<file path="config.mk">
export PLATFORM = sky130hd
export DESIGN_NAME = imm_gen_pipe
export DESIGN_NICKNAME = d
export VERILOG_FILES = /design/src/rtl/imm_gen_pipe.sv
export SDC_FILE = /design/constraint.sdc
export NUM_CORES = 1
export LEC_CHECK = 0
export BUFFER_PORTS_ARGS = -buffer_cell sky130_fd_sc_hd__buf_4
export CAP_MARGIN = 20
export CORE_MARGIN = 2
export CORE_UTILIZATION = 25
export DETAILED_ROUTE_END_ITERATION = 16
export HOLD_SLACK_MARGIN = 0.08
export PLACE_DENSITY_LB_ADDON = 0.08
export SYNTH_ARGS = -nofsm -noshare
export SYNTH_HDL_FRONTEND = slang
export SYNTH_SLANG_ARGS = --single-unit
</file>
<file path="constraint.sdc">
create_clock -name clk -period 1.6 [get_ports clk]
set_input_delay 0.08 -clock clk [delete_from_list [all_inputs] [get_ports clk]]
set_output_delay 0.08 -clock clk [all_outputs]
set_load 0.01 [all_outputs]
</file>
<file path="src/rtl/imm_gen_pipe.sv">
// rtl/imm_gen_pipe.sv - RV32/RV64 immediate decoder with a 2-entry output FIFO (output register + skid)
module imm_gen_pipe #(
    parameter int XLEN        = 32,
    parameter bit EN_CSR_ZIMM = 1'b1
) (
    input  logic            clk,
    input  logic            rst,
    input  logic            in_valid,
    output logic            in_ready,
    input  logic [31:0]     in_inst,
    output logic            out_valid,
    input  logic            out_ready,
    output logic [XLEN-1:0] out_imm,
    output logic [2:0]      out_type,
    output logic            out_illegal
);

    localparam bit IS64 = (XLEN == 64);

    localparam logic [2:0] T_R   = 3'd0;
    localparam logic [2:0] T_I   = 3'd1;
    localparam logic [2:0] T_S   = 3'd2;
    localparam logic [2:0] T_B   = 3'd3;
    localparam logic [2:0] T_U   = 3'd4;
    localparam logic [2:0] T_J   = 3'd5;
    localparam logic [2:0] T_Z   = 3'd6;
    localparam logic [2:0] T_ILL = 3'd7;

    logic [4:0]         opc;
    logic [XLEN-1:0]    dec_imm;
    logic [2:0]         dec_type;
    logic               dec_ill;

    logic signed [11:0] i_field;
    logic signed [11:0] s_field;
    logic signed [12:0] b_field;
    logic signed [31:0] u_field;
    logic signed [20:0] j_field;

    assign opc     = in_inst[6:2];
    assign i_field = in_inst[31:20];
    assign s_field = {in_inst[31:25], in_inst[11:7]};
    assign b_field = {in_inst[31], in_inst[7], in_inst[30:25], in_inst[11:8], 1'b0};
    assign u_field = {in_inst[31:12], 12'b0};
    assign j_field = {in_inst[31], in_inst[19:12], in_inst[20], in_inst[30:21], 1'b0};

    always_comb begin
        dec_type = T_ILL;
        dec_ill  = 1'b1;
        dec_imm  = '0;
        if (in_inst[1:0] == 2'b11) begin
            case (opc)
                5'b01100: begin
                    dec_type = T_R;
                    dec_ill  = 1'b0;
                end
                5'b01110: begin
                    if (IS64) begin
                        dec_type = T_R;
                        dec_ill  = 1'b0;
                    end
                end
                5'b00100, 5'b00000, 5'b11001, 5'b00011: begin
                    dec_type = T_I;
                    dec_ill  = 1'b0;
                    dec_imm  = XLEN'(i_field);
                end
                5'b00110: begin
                    if (IS64) begin
                        dec_type = T_I;
                        dec_ill  = 1'b0;
                        dec_imm  = XLEN'(i_field);
                    end
                end
                5'b11100: begin
                    dec_ill = 1'b0;
                    // funct3[2] selects the CSR immediate forms (csrrwi/csrrsi/csrrci)
                    if (in_inst[14] && EN_CSR_ZIMM) begin
                        dec_type = T_Z;
                        dec_imm  = XLEN'(in_inst[19:15]);
                    end else begin
                        dec_type = T_I;
                        dec_imm  = XLEN'(i_field);
                    end
                end
                5'b01000: begin
                    dec_type = T_S;
                    dec_ill  = 1'b0;
                    dec_imm  = XLEN'(s_field);
                end
                5'b11000: begin
                    dec_type = T_B;
                    dec_ill  = 1'b0;
                    dec_imm  = XLEN'(b_field);
                end
                5'b01101, 5'b00101: begin
                    dec_type = T_U;
                    dec_ill  = 1'b0;
                    dec_imm  = XLEN'(u_field);
                end
                5'b11011: begin
                    dec_type = T_J;
                    dec_ill  = 1'b0;
                    dec_imm  = XLEN'(j_field);
                end
                default: ;
            endcase
        end
    end

    logic [1:0]      count;
    logic [XLEN-1:0] skid_imm;
    logic [2:0]      skid_type;
    logic            skid_ill;
    logic            push;
    logic            pop;

    // Both handshake outputs come straight from the occupancy register.
    assign in_ready  = ~count[1];
    assign out_valid = (count != 2'd0);
    assign push      = in_valid && in_ready;
    assign pop       = out_valid && out_ready;

    always_ff @(posedge clk) begin
        if (rst) begin
            count       <= 2'd0;
            out_imm     <= '0;
            out_type    <= 3'd0;
            out_illegal <= 1'b0;
            skid_imm    <= '0;
            skid_type   <= 3'd0;
            skid_ill    <= 1'b0;
        end else begin
            case (count)
                2'd0: begin
                    if (push) begin
                        out_imm     <= dec_imm;
                        out_type    <= dec_type;
                        out_illegal <= dec_ill;
                        count       <= 2'd1;
                    end
                end
                2'd1: begin
                    if (push && pop) begin
                        out_imm     <= dec_imm;
                        out_type    <= dec_type;
                        out_illegal <= dec_ill;
                    end else if (push) begin
                        skid_imm  <= dec_imm;
                        skid_type <= dec_type;
                        skid_ill  <= dec_ill;
                        count     <= 2'd2;
                    end else if (pop) begin
                        count <= 2'd0;
                    end
                end
                default: begin
                    // Full: in_ready is low, so only a drain can happen here.
                    if (pop) begin
                        out_imm     <= skid_imm;
                        out_type    <= skid_type;
                        out_illegal <= skid_ill;
                        count       <= 2'd1;
                    end
                end
            endcase
        end
    end

endmodule

</file>
==> impl_metrics.json, run 1 <==
{
  "post-dp-hpwl_um": 9420,
  "grt_first_pass_wirelength_um": 21800,
  "period_utilisation_layout_pct": 97.7,
  "timing.critical_path.from_type": "register",
  "first_pass_iters": 4,
  "report.final.hold_viol_count": 0,
  "postSynth.asyncResetShare_pct": 0,
  "cts.sink_count": 74,
  "floorplan.die.height_um": 127,
  "place.gp.congestion": 0.809,
  "routed-via-count": 4094,
  "clk-insertion-delay-late_ps": 330,
  "synth-seq-area-share_pct": 39.2,
  "nNetsFinal": 639,
  "max-clock-path-buffers": 2,
  "setup.worst_path.class": "reg -> reg",
  "hold_path_depth": 3,
  "num_antenna_cells": 0,
  "p_leak_nw": 2.13,
  "cts_tree": "built",
  "cts_buffer_count": 9,
  "post-cts-setup-buffer-count": 0,
  "r2r_setup_slack_ps": 40,
  "syn2layout_area_growth_pct": 49.8,
  "multi_input_comb_area_mm2": 0.00212,
  "rsz0062_at_grt": "yes",
  "synth-edff-count": 0,
  "netlist_area_mm2": 0.00378,
  "holdCritPathClass": "in -> reg",
  "wl_per_cell_um": 17.7,
  "coreArea_mm2": 0.0146,
  "synthesis.nets": 506,
  "worst_r2r_path_depth": 5,
  "post-route-cell-area_mm2": 0.00566,
  "worstSetupEndpointType": "register",
  "tightestPinTransition_ps": 538,
  "vias_in_the_first_global_route": 4031,
  "h-tree-depth": 3,
  "total_power_mw": 4.99,
  "core.rowCount": 44,
  "storage_cell_area_mm2": 0.00149,
  "clkSlewWorstSetupHoldPaths_ps": 60,
  "final.fill_count": 1489,
  "post-route-min-period_ps": 1560,
  "timing.clock.skew_ps": 6.07,
  "route.antenna.remaining_nets": 0,
  "postSynthRegisterBits": 74,
  "antenna_found_initial": 0,
  "power.density_cell_area_mw_per_mm2": 881,
  "synth_cells": 470,
  "cts.root.buffer_cell": "clkbuf_16",
  "grt_overflow": 0,
  "max_freq_ghz": 0.640,
  "vdd_ir_drop_max_mv": 0.489,
  "detailedRoute.firstIterationViolations": 221,
  "worst_slew_margin_rel_pct": 63.9,
  "detailed_route_wl_um": 14000,
  "placement.io_buffers": 73,
  "initial_utilization_pct": 25.8,
  "detail_route.vias_per_cell": 5.18,
  "fp.dieArea_mm2": 0.0161,
  "total_routing_usage_gr_pct": 17.2,
  "number_of_max_capacitance_violations_reported": 0,
  "slew_violations": 0,
  "path_max_fanout": 6,
  "synth-warning-count": 0,
  "timing.critical_path.arrival_ps": 1800,
  "detailed_place.area_mm2": 0.00495,
  "top_ports": 74,
  "finalSetupViolations": 0,
  "largest_net_degree_at_the_start_of_global_routing": 40,
  "postSynthAreaPerCell_um2": 8.04,
  "die_x_um": 127,
  "post_synth_num_cell_types": 55,
  "run_status": "finished, final reports clean",
  "data_required_time_at_the_worst_endpoint_ps": 1840,
  "drc": 0,
  "synthFlopType": "dfxtp_1",
  "post_route_cells_drive_above_1_share_pct": 31.6
}
cell usage in the layout (no fill, tap or decap), drive strengths merged, types with 5 or more instances in the layout:
cell         Yosys  final
a211oi           9      9
a21boi          11     11
a21oi           68     68
buf             17    142
clkbuf          26     15
dfxtp           74     74
dlygate4sd3      0     21
inv             28     28
mux2i            7      7
nand2           16     16
nand2b           5      5
nand3           24     24
nor2            26     26
nor3            30     30
o211ai           6      6
o21ai           19     19
o22ai           20     20
o31ai            5      5
o32ai           23     23
or3              5      5
or3b             7      7
logic make-up after synthesis:
logic type / share of synthesized area [%]
AOI/OAI and AO/OA: 31.0
and+or+nand+nor: 19.3
DFF: 39.2
buffers and inverters: 8.28
muxes: 2.15
cell usage after synthesis, drive strengths merged, types with 4 or more instances:
cell type   n  area, µm²
or3b        7       61.3
o22ai      20        125
clkbuf     26       97.6
o211ai      6       45.0
o31ai       5       37.5
o21ai      19       95.1
nand2b      5       31.3
dfxtp      74       1480
nand2      16       60.1
a222oi      4       40.0
nand3      24        125
buf        17        106
a21boi     11       82.6
inv        28        105
a21oi      68        344
a211oi      9       67.6
or3         5       31.3
o32ai      23        201
nor3       30        155
nor2       26       97.6
mux2i       7       70.1
worst max-delay path, cell delays in order (launching register included):
cell,delay (ps)
dfxtp_4,370
nand2_2,50
or3_4,320
or3_4,400
clkbuf_16,200
o32ai_1,120
sequential cells by signal, summed over array words and instances (netlist names):
| signal | cells |
|---|---|
| skid_type | 3 |
| count | 2 |
| out_illegal | 1 |
| out_type | 3 |
| skid_imm | 32 |
| skid_ill | 1 |
| out_imm | 32 |
routing by layer:
layer  global-route usage [%]  routed length (µm)  up-vias
met5                        0                   0        -
met4                     6.08                 295        0
met3                     3.25                 523       20
met2                     27.6                6530       94
met1                     23.0                6660     1954
li1                         -                   -     2026
power by group:
group          switching, mW  total (mW)  internal, mW
Clock                  0.793        2.24          1.44
Combinational          0.441       0.836         0.396
Sequential            0.0281        1.91          1.89
area by class of cell:
class,instances,share of cell area [%]
Inverter,29,1.92
Sequential cell,74,26.3
Clock inverter,2,1.06
Tap cell,184,4.07
Clock buffer,13,4.60
Timing Repair Buffer,165,24.7
Multi-Input combinational cell,324,37.4
worst paths after layout:
kind	from	to
max	count[0]$_SDFFE_PP0P_	skid_imm[28]$_SDFFE_PP0P_
min	in_inst[14]	skid_imm[14]$_SDFFE_PP0P_
max reg2reg	count[0]$_SDFFE_PP0P_	skid_imm[28]$_SDFFE_PP0P_
min reg2reg	skid_imm[11]$_SDFFE_PP0P_	skid_imm[11]$_SDFFE_PP0P_
repair_timing:
item / CTS / global route
hold endpoints to repair: 29 / 0
resized for setup: 6 / 22
endpoints found under the setup margin: 26 / 49
hold buffers: 21 / 0
pin swaps: 0 / 1
cloned: 1 / 2
per-stage QoR:
stage / hold WS [ps] / setup WS, ps / TNS, ps / utilization [%] / std cells
global placement: 371 / -87.1 / -2730 / 33.8 / 752
finish: 90.0 / 36.3 / 0 / 38.7 / 791
CTS: 85.0 / 7.68 / 0 / 37.6 / 789
detailed placement: 375 / -139 / -3000 / 33.8 / 752
global route: 108 / -21.5 / -100 / 38.7 / 791
floorplan: 232 / 8.94 / 0 / - / 470
No activity file was read; power rests on OpenSTA's default activity.
==> run 2: changes to the inputs <==
Settings changed: CTS_BUF_LIST set to sky130_fd_sc_hd__clkbuf_4 sky130_fd_sc_hd__clkbuf_8.
==> impl_metrics.json, run 2 (same netlist as run 1, synthesis figures left out) <==
{
  "antenna_found_initial": 0,
  "grt_first_pass_wirelength_um": 21800,
  "final_cells": 795,
  "drc": 0,
  "power.density_cell_area_mw_per_mm2": 806,
  "fin_setup_tns_ps": 0,
  "max_freq_ghz": 0.635,
  "report.final.hold_viol_count": 0,
  "cts_buffer_count": 9,
  "route.antenna.remaining_nets": 0,
  "max-clock-path-buffers": 2,
  "worstSetupEndpointType": "register",
  "data_required_time_at_the_worst_endpoint_ps": 1860,
  "coreArea_mm2": 0.0146,
  "routed-via-count": 4070,
  "hp-start": "in_valid",
  "finalSetupViolations": 0,
  "fp.dieArea_mm2": 0.0161,
  "rr_startpoint": "count[0]$_SDFFE_PP0P_",
  "post-cts-setup-buffer-count": 0,
  "timing.critical_path.from_type": "register",
  "die_x_um": 127,
  "number_of_max_capacitance_violations_reported": 0,
  "post-dp-hpwl_um": 9420,
  "final_cell_mix": "137 x buf_4, 72 x dfxtp_1, 67 x a21oi_1",
  "timing.clock.skew_ps": 5.79,
  "num_antenna_cells": 0,
  "most_common_library_cell_in_the_layout_ignoring_fill_and_taps": "buf_4",
  "initial_utilization_pct": 25.8,
  "path_max_fanout": 6,
  "syn2layout_area_growth_pct": 47.2,
  "cts_tree": "built",
  "nNetsFinal": 643,
  "clkSlewWorstSetupHoldPaths_ps": 80,
  "post-place-cells": 752,
  "reg.largest.list": "out_imm: 32 flops, skid_imm: 32 flops",
  "detail_route.vias_per_cell": 5.12,
  "detailed_place.area_mm2": 0.00495,
  "period_utilisation_layout_pct": 98.4,
  "placement.io_buffers": 73,
  "first_pass_iters": 4,
  "setup.worst_path.class": "reg -> reg",
  "multi_input_comb_area_mm2": 0.00208,
  "core.rowCount": 44,
  "cts.root.buffer_cell": "clkbuf_8",
  "preCtsSetupSlack_ps": -139,
  "vdd_ir_drop_max_mv": 0.635,
  "slew_violations": 0,
  "storage_cell_area_mm2": 0.00149,
  "detailed_route_wl_um": 14000,
  "post_route_cells_drive_above_1_share_pct": 31.1,
  "clk-insertion-delay-late_ps": 350,
  "run_status": "finished, final reports clean",
  "largest_net_degree_at_the_start_of_global_routing": 40,
  "cp-startpoint": "count[0]$_SDFFE_PP0P_",
  "post-route-cell-area_mm2": 0.00556,
  "h-tree-depth": 3,
  "timing.critical_path.arrival_ps": 1830,
  "final.fill_count": 1510,
  "final.setup.worst_slack_ps": 25.6,
  "total_power_mw": 4.48,
  "tightestPinTransition_ps": 849,
  "top_ports": 74,
  "holdCritPathClass": "in -> reg",
  "rsz0062_at_grt": "yes",
  "wl_per_cell_um": 17.6,
  "grt_overflow": 0,
  "floorplan.die.height_um": 127,
  "total_routing_usage_gr_pct": 17.1,
  "vias_in_the_first_global_route": 4032,
  "worst_slew_margin_rel_pct": 42.8,
  "detailedRoute.firstIterationViolations": 211,
  "place.gp.congestion": 0.809,
  "cts.sink_count": 74,
  "p_leak_nw": 2.10,
  "post-route-min-period_ps": 1570
}
==> run 2: cell type report <==
class / instances / area share, %
Clock buffer: 13 / 2.99
Clock inverter: 2 / 1.08
Inverter: 29 / 1.96
Multi-Input combinational cell: 324 / 37.4
Sequential cell: 74 / 26.7
Tap cell: 184 / 4.14
Timing Repair Buffer: 169 / 25.7
==> run 2: what timing repair did <==
action | in CTS | in global routing
setup endpoints to repair | 32 | 50
pin swaps | 0 | 1
hold buffers | 24 | 0
gates cloned | 1 | 3
endpoints found under the hold margin | 54 | 0
resized for setup | 6 | 17
==> run 2: through the flow <==
stage                     utilization [%]  hold WS, ps
final                                38.0          151
after global routing                 38.0          172
after CTS                            37.1          128
after detailed placement             33.8          375
after global placement               33.8          371
after floorplan                         -          232
==> run 2: routing by layer <==
layer	vias to the layer above	wire, µm	GRT usage (%)
li1	2038	-	-
met1	1908	6600	23.0
met2	104	6590	27.9
met3	20	536	3.16
met4	0	292	5.37
met5	-	0	0
==> run 2: final timing paths <==
kind	cells past startpoint	end	slack, ps
worst max-delay path	5	skid_imm[29]$_SDFFE_PP0P_	30
worst min-delay path	3	count[0]$_SDFFE_PP0P_	150
worst max register to register	5	skid_imm[29]$_SDFFE_PP0P_	30
worst min register to register	2	skid_imm[11]$_SDFFE_PP0P_	460
==> run 2: worst max-delay path, stage by stage, from the launching register on <==
cell	delay (ps)
dfxtp_4	380
nand2_2	50
or3_4	330
or3_4	400
clkbuf_16	190
o32ai_1	130
==> run 2: power by group <==
group	internal, mW	switching [mW]	total, mW
registers	1.88	0.0276	1.91
logic	0.401	0.443	0.844
clock network	0.993	0.734	1.73
total	3.28	1.20	4.48
==> run 3: changes to the inputs <==
Settings changed: GPL_TIMING_DRIVEN set to 0, MAX_ROUTING_LAYER set to met4.
==> impl_metrics.json, run 3 (same netlist as run 1, synthesis figures left out) <==
{
  "run_status": "complete, but fails checks",
  "violations": "negative setup slack",
  "die_x_um": 127,
  "timing.critical_path.from_type": "register",
  "grt_first_pass_wirelength_um": 24000,
  "detailed_route_wl_um": 15600,
  "path_max_fanout": 7,
  "initial_utilization_pct": 25.8,
  "routed-via-count": 4173,
  "placement.io_buffers": 72,
  "slew_violations": 0,
  "h-tree-depth": 3,
  "total_power_mw": 4.07,
  "hold_slack_ps": 126,
  "cts_tree": "built",
  "timing.critical_path.arrival_ps": 1920,
  "top_ports": 74,
  "largest_net_degree_at_the_start_of_global_routing": 12,
  "cts_buffer_count": 9,
  "timing.critical_path.slowest_stage_cell": "or3_4",
  "p_leak_nw": 2.00,
  "final_cell_mix": "85 x buf_4, 72 x dfxtp_1, 67 x a21oi_1",
  "cell_repeated_most_along_the_worst_path": "or3_4",
  "preCtsSetupSlack_ps": -701,
  "worst_slew_margin_rel_pct": 36.9,
  "rsz0062_at_grt": "yes",
  "reg.largest.list": "out_imm: 32 flops, skid_imm: 32 flops",
  "most_common_library_cell_in_the_layout_ignoring_fill_and_taps": "buf_4",
  "coreArea_mm2": 0.0146,
  "post-route-cell-area_mm2": 0.00557,
  "cts.sink_count": 74,
  "worstSetupEndpointType": "register",
  "core.rowCount": 44,
  "tightestPinTransition_ps": 947,
  "fp.dieArea_mm2": 0.0161,
  "timing.clock.skew_ps": 6.97,
  "wl_per_cell_um": 20.0,
  "floorplan.die.height_um": 127,
  "first_pass_iters": 6,
  "place.gp.congestion": 0.850,
  "grt_overflow": 0,
  "detailed_place.area_mm2": 0.00456,
  "final.setup.worst_slack_ps": -53.5,
  "max_freq_ghz": 0.605,
  "critical-path-top-delay-family": "simple AND/OR/NAND/NOR gates",
  "data_required_time_at_the_worst_endpoint_ps": 1870,
  "period_utilisation_layout_pct": 103,
  "detailedRoute.firstIterationViolations": 231,
  "cts.root.buffer_cell": "clkbuf_8",
  "post-route-min-period_ps": 1650,
  "antenna_found_initial": 0,
  "post-route-util_pct": 38.0,
  "detail_route.vias_per_cell": 5.35,
  "number_of_max_capacitance_violations_reported": 0,
  "total_routing_usage_gr_pct": 19.8,
  "timing.critical_path.cells": "or3_4 -> or3_4 -> buf_8 -> o32ai_4",
  "drc": 0,
  "max-clock-path-buffers": 2,
  "post-dp-hpwl_um": 10300,
  "route.antenna.remaining_nets": 0,
  "crit_path_max_incr_delay_ps": 510,
  "post_route_cells_drive_above_1_share_pct": 32.0,
  "vdd_ir_drop_max_mv": 0.299,
  "holdCritPathClass": "in -> reg",
  "setup.worst_path.class": "reg -> reg",
  "final.fill_count": 1537,
  "power.density_cell_area_mw_per_mm2": 731,
  "nNetsFinal": 628,
  "clkSlewWorstSetupHoldPaths_ps": 80,
  "num_antenna_cells": 0,
  "syn2layout_area_growth_pct": 47.3,
  "report.final.hold_viol_count": 0,
  "finalSetupViolations": 25,
  "vias_in_the_first_global_route": 4242,
  "clk-insertion-delay-late_ps": 360,
  "critPathBufInv": 1
}
[run 3: routing by layer]
metal	GRT usage (%)	vias up	wire, µm
li1	-	2001	-
met1	25.0	2027	7030
met2	32.1	121	7590
met3	4.09	24	781
met4	5.88	0	234
met5	-	-	0
[run 3: stage by stage]
step | setup TNS, ps | instances
floorplan | 0 | 470
global placement | -30500 | 726
detailed placement | -30640 | 726
CTS | -371 | 778
global route | -1960 | 780
finish | -610 | 780
[run 3: final timing paths]
path	startpoint	endpoint	slack, ps	depth (start not counted)
worst max-delay path	count[1]$_SDFFE_PP0P_	skid_imm[15]$_SDFFE_PP0P_	-50	4
worst min-delay path	in_valid	count[0]$_SDFFE_PP0P_	130	3
worst max register to register	count[1]$_SDFFE_PP0P_	skid_imm[15]$_SDFFE_PP0P_	-50	4
worst min register to register	skid_imm[0]$_SDFFE_PP0P_	skid_imm[0]$_SDFFE_PP0P_	460	2
[run 3: final cells by class]
cell class / instances / area [µm²] / share of cell area, %
plain buffers: 42 / 274 / 4.92
clock inverters: 3 / 17.5 / 0.315
repair buffers: 112 / 956 / 17.2
inverters: 29 / 116 / 2.09
clock buffers: 12 / 146 / 2.63
well taps: 184 / 230 / 4.13
multi-input cells: 324 / 2340 / 42.0
flip-flops and latches: 74 / 1490 / 26.7
[run 3: timing repair]
| item | CTS | global route |
|---|---|---|
| hold buffers | 23 | 0 |
| endpoints found under the hold margin | 44 | 0 |
| setup buffers | 11 | 2 |
| pin swaps | 19 | 8 |
| gates cloned | 3 | 1 |
| resized for setup | 71 | 34 |
| endpoints found under the setup margin | 72 | 67 |
[run 3: power by group]
| group | switching, mW | leakage (nW) | total [mW] | internal [mW] |
|---|---|---|---|---|
| Clock | 0.724 | 0.0865 | 1.33 | 0.603 |
| Sequential | 0.0290 | 0.601 | 1.91 | 1.88 |
| Combinational | 0.482 | 1.31 | 0.833 | 0.351 |
| Total | 1.24 | 2.00 | 4.07 | 2.84 |
[run 3: worst reg2reg max path, cell delays in order, from the launching register on]
cell     delay (ps)
dfxtp_4         370
or3_4           390
or3_4           510
buf_8           190
o32ai_4         110
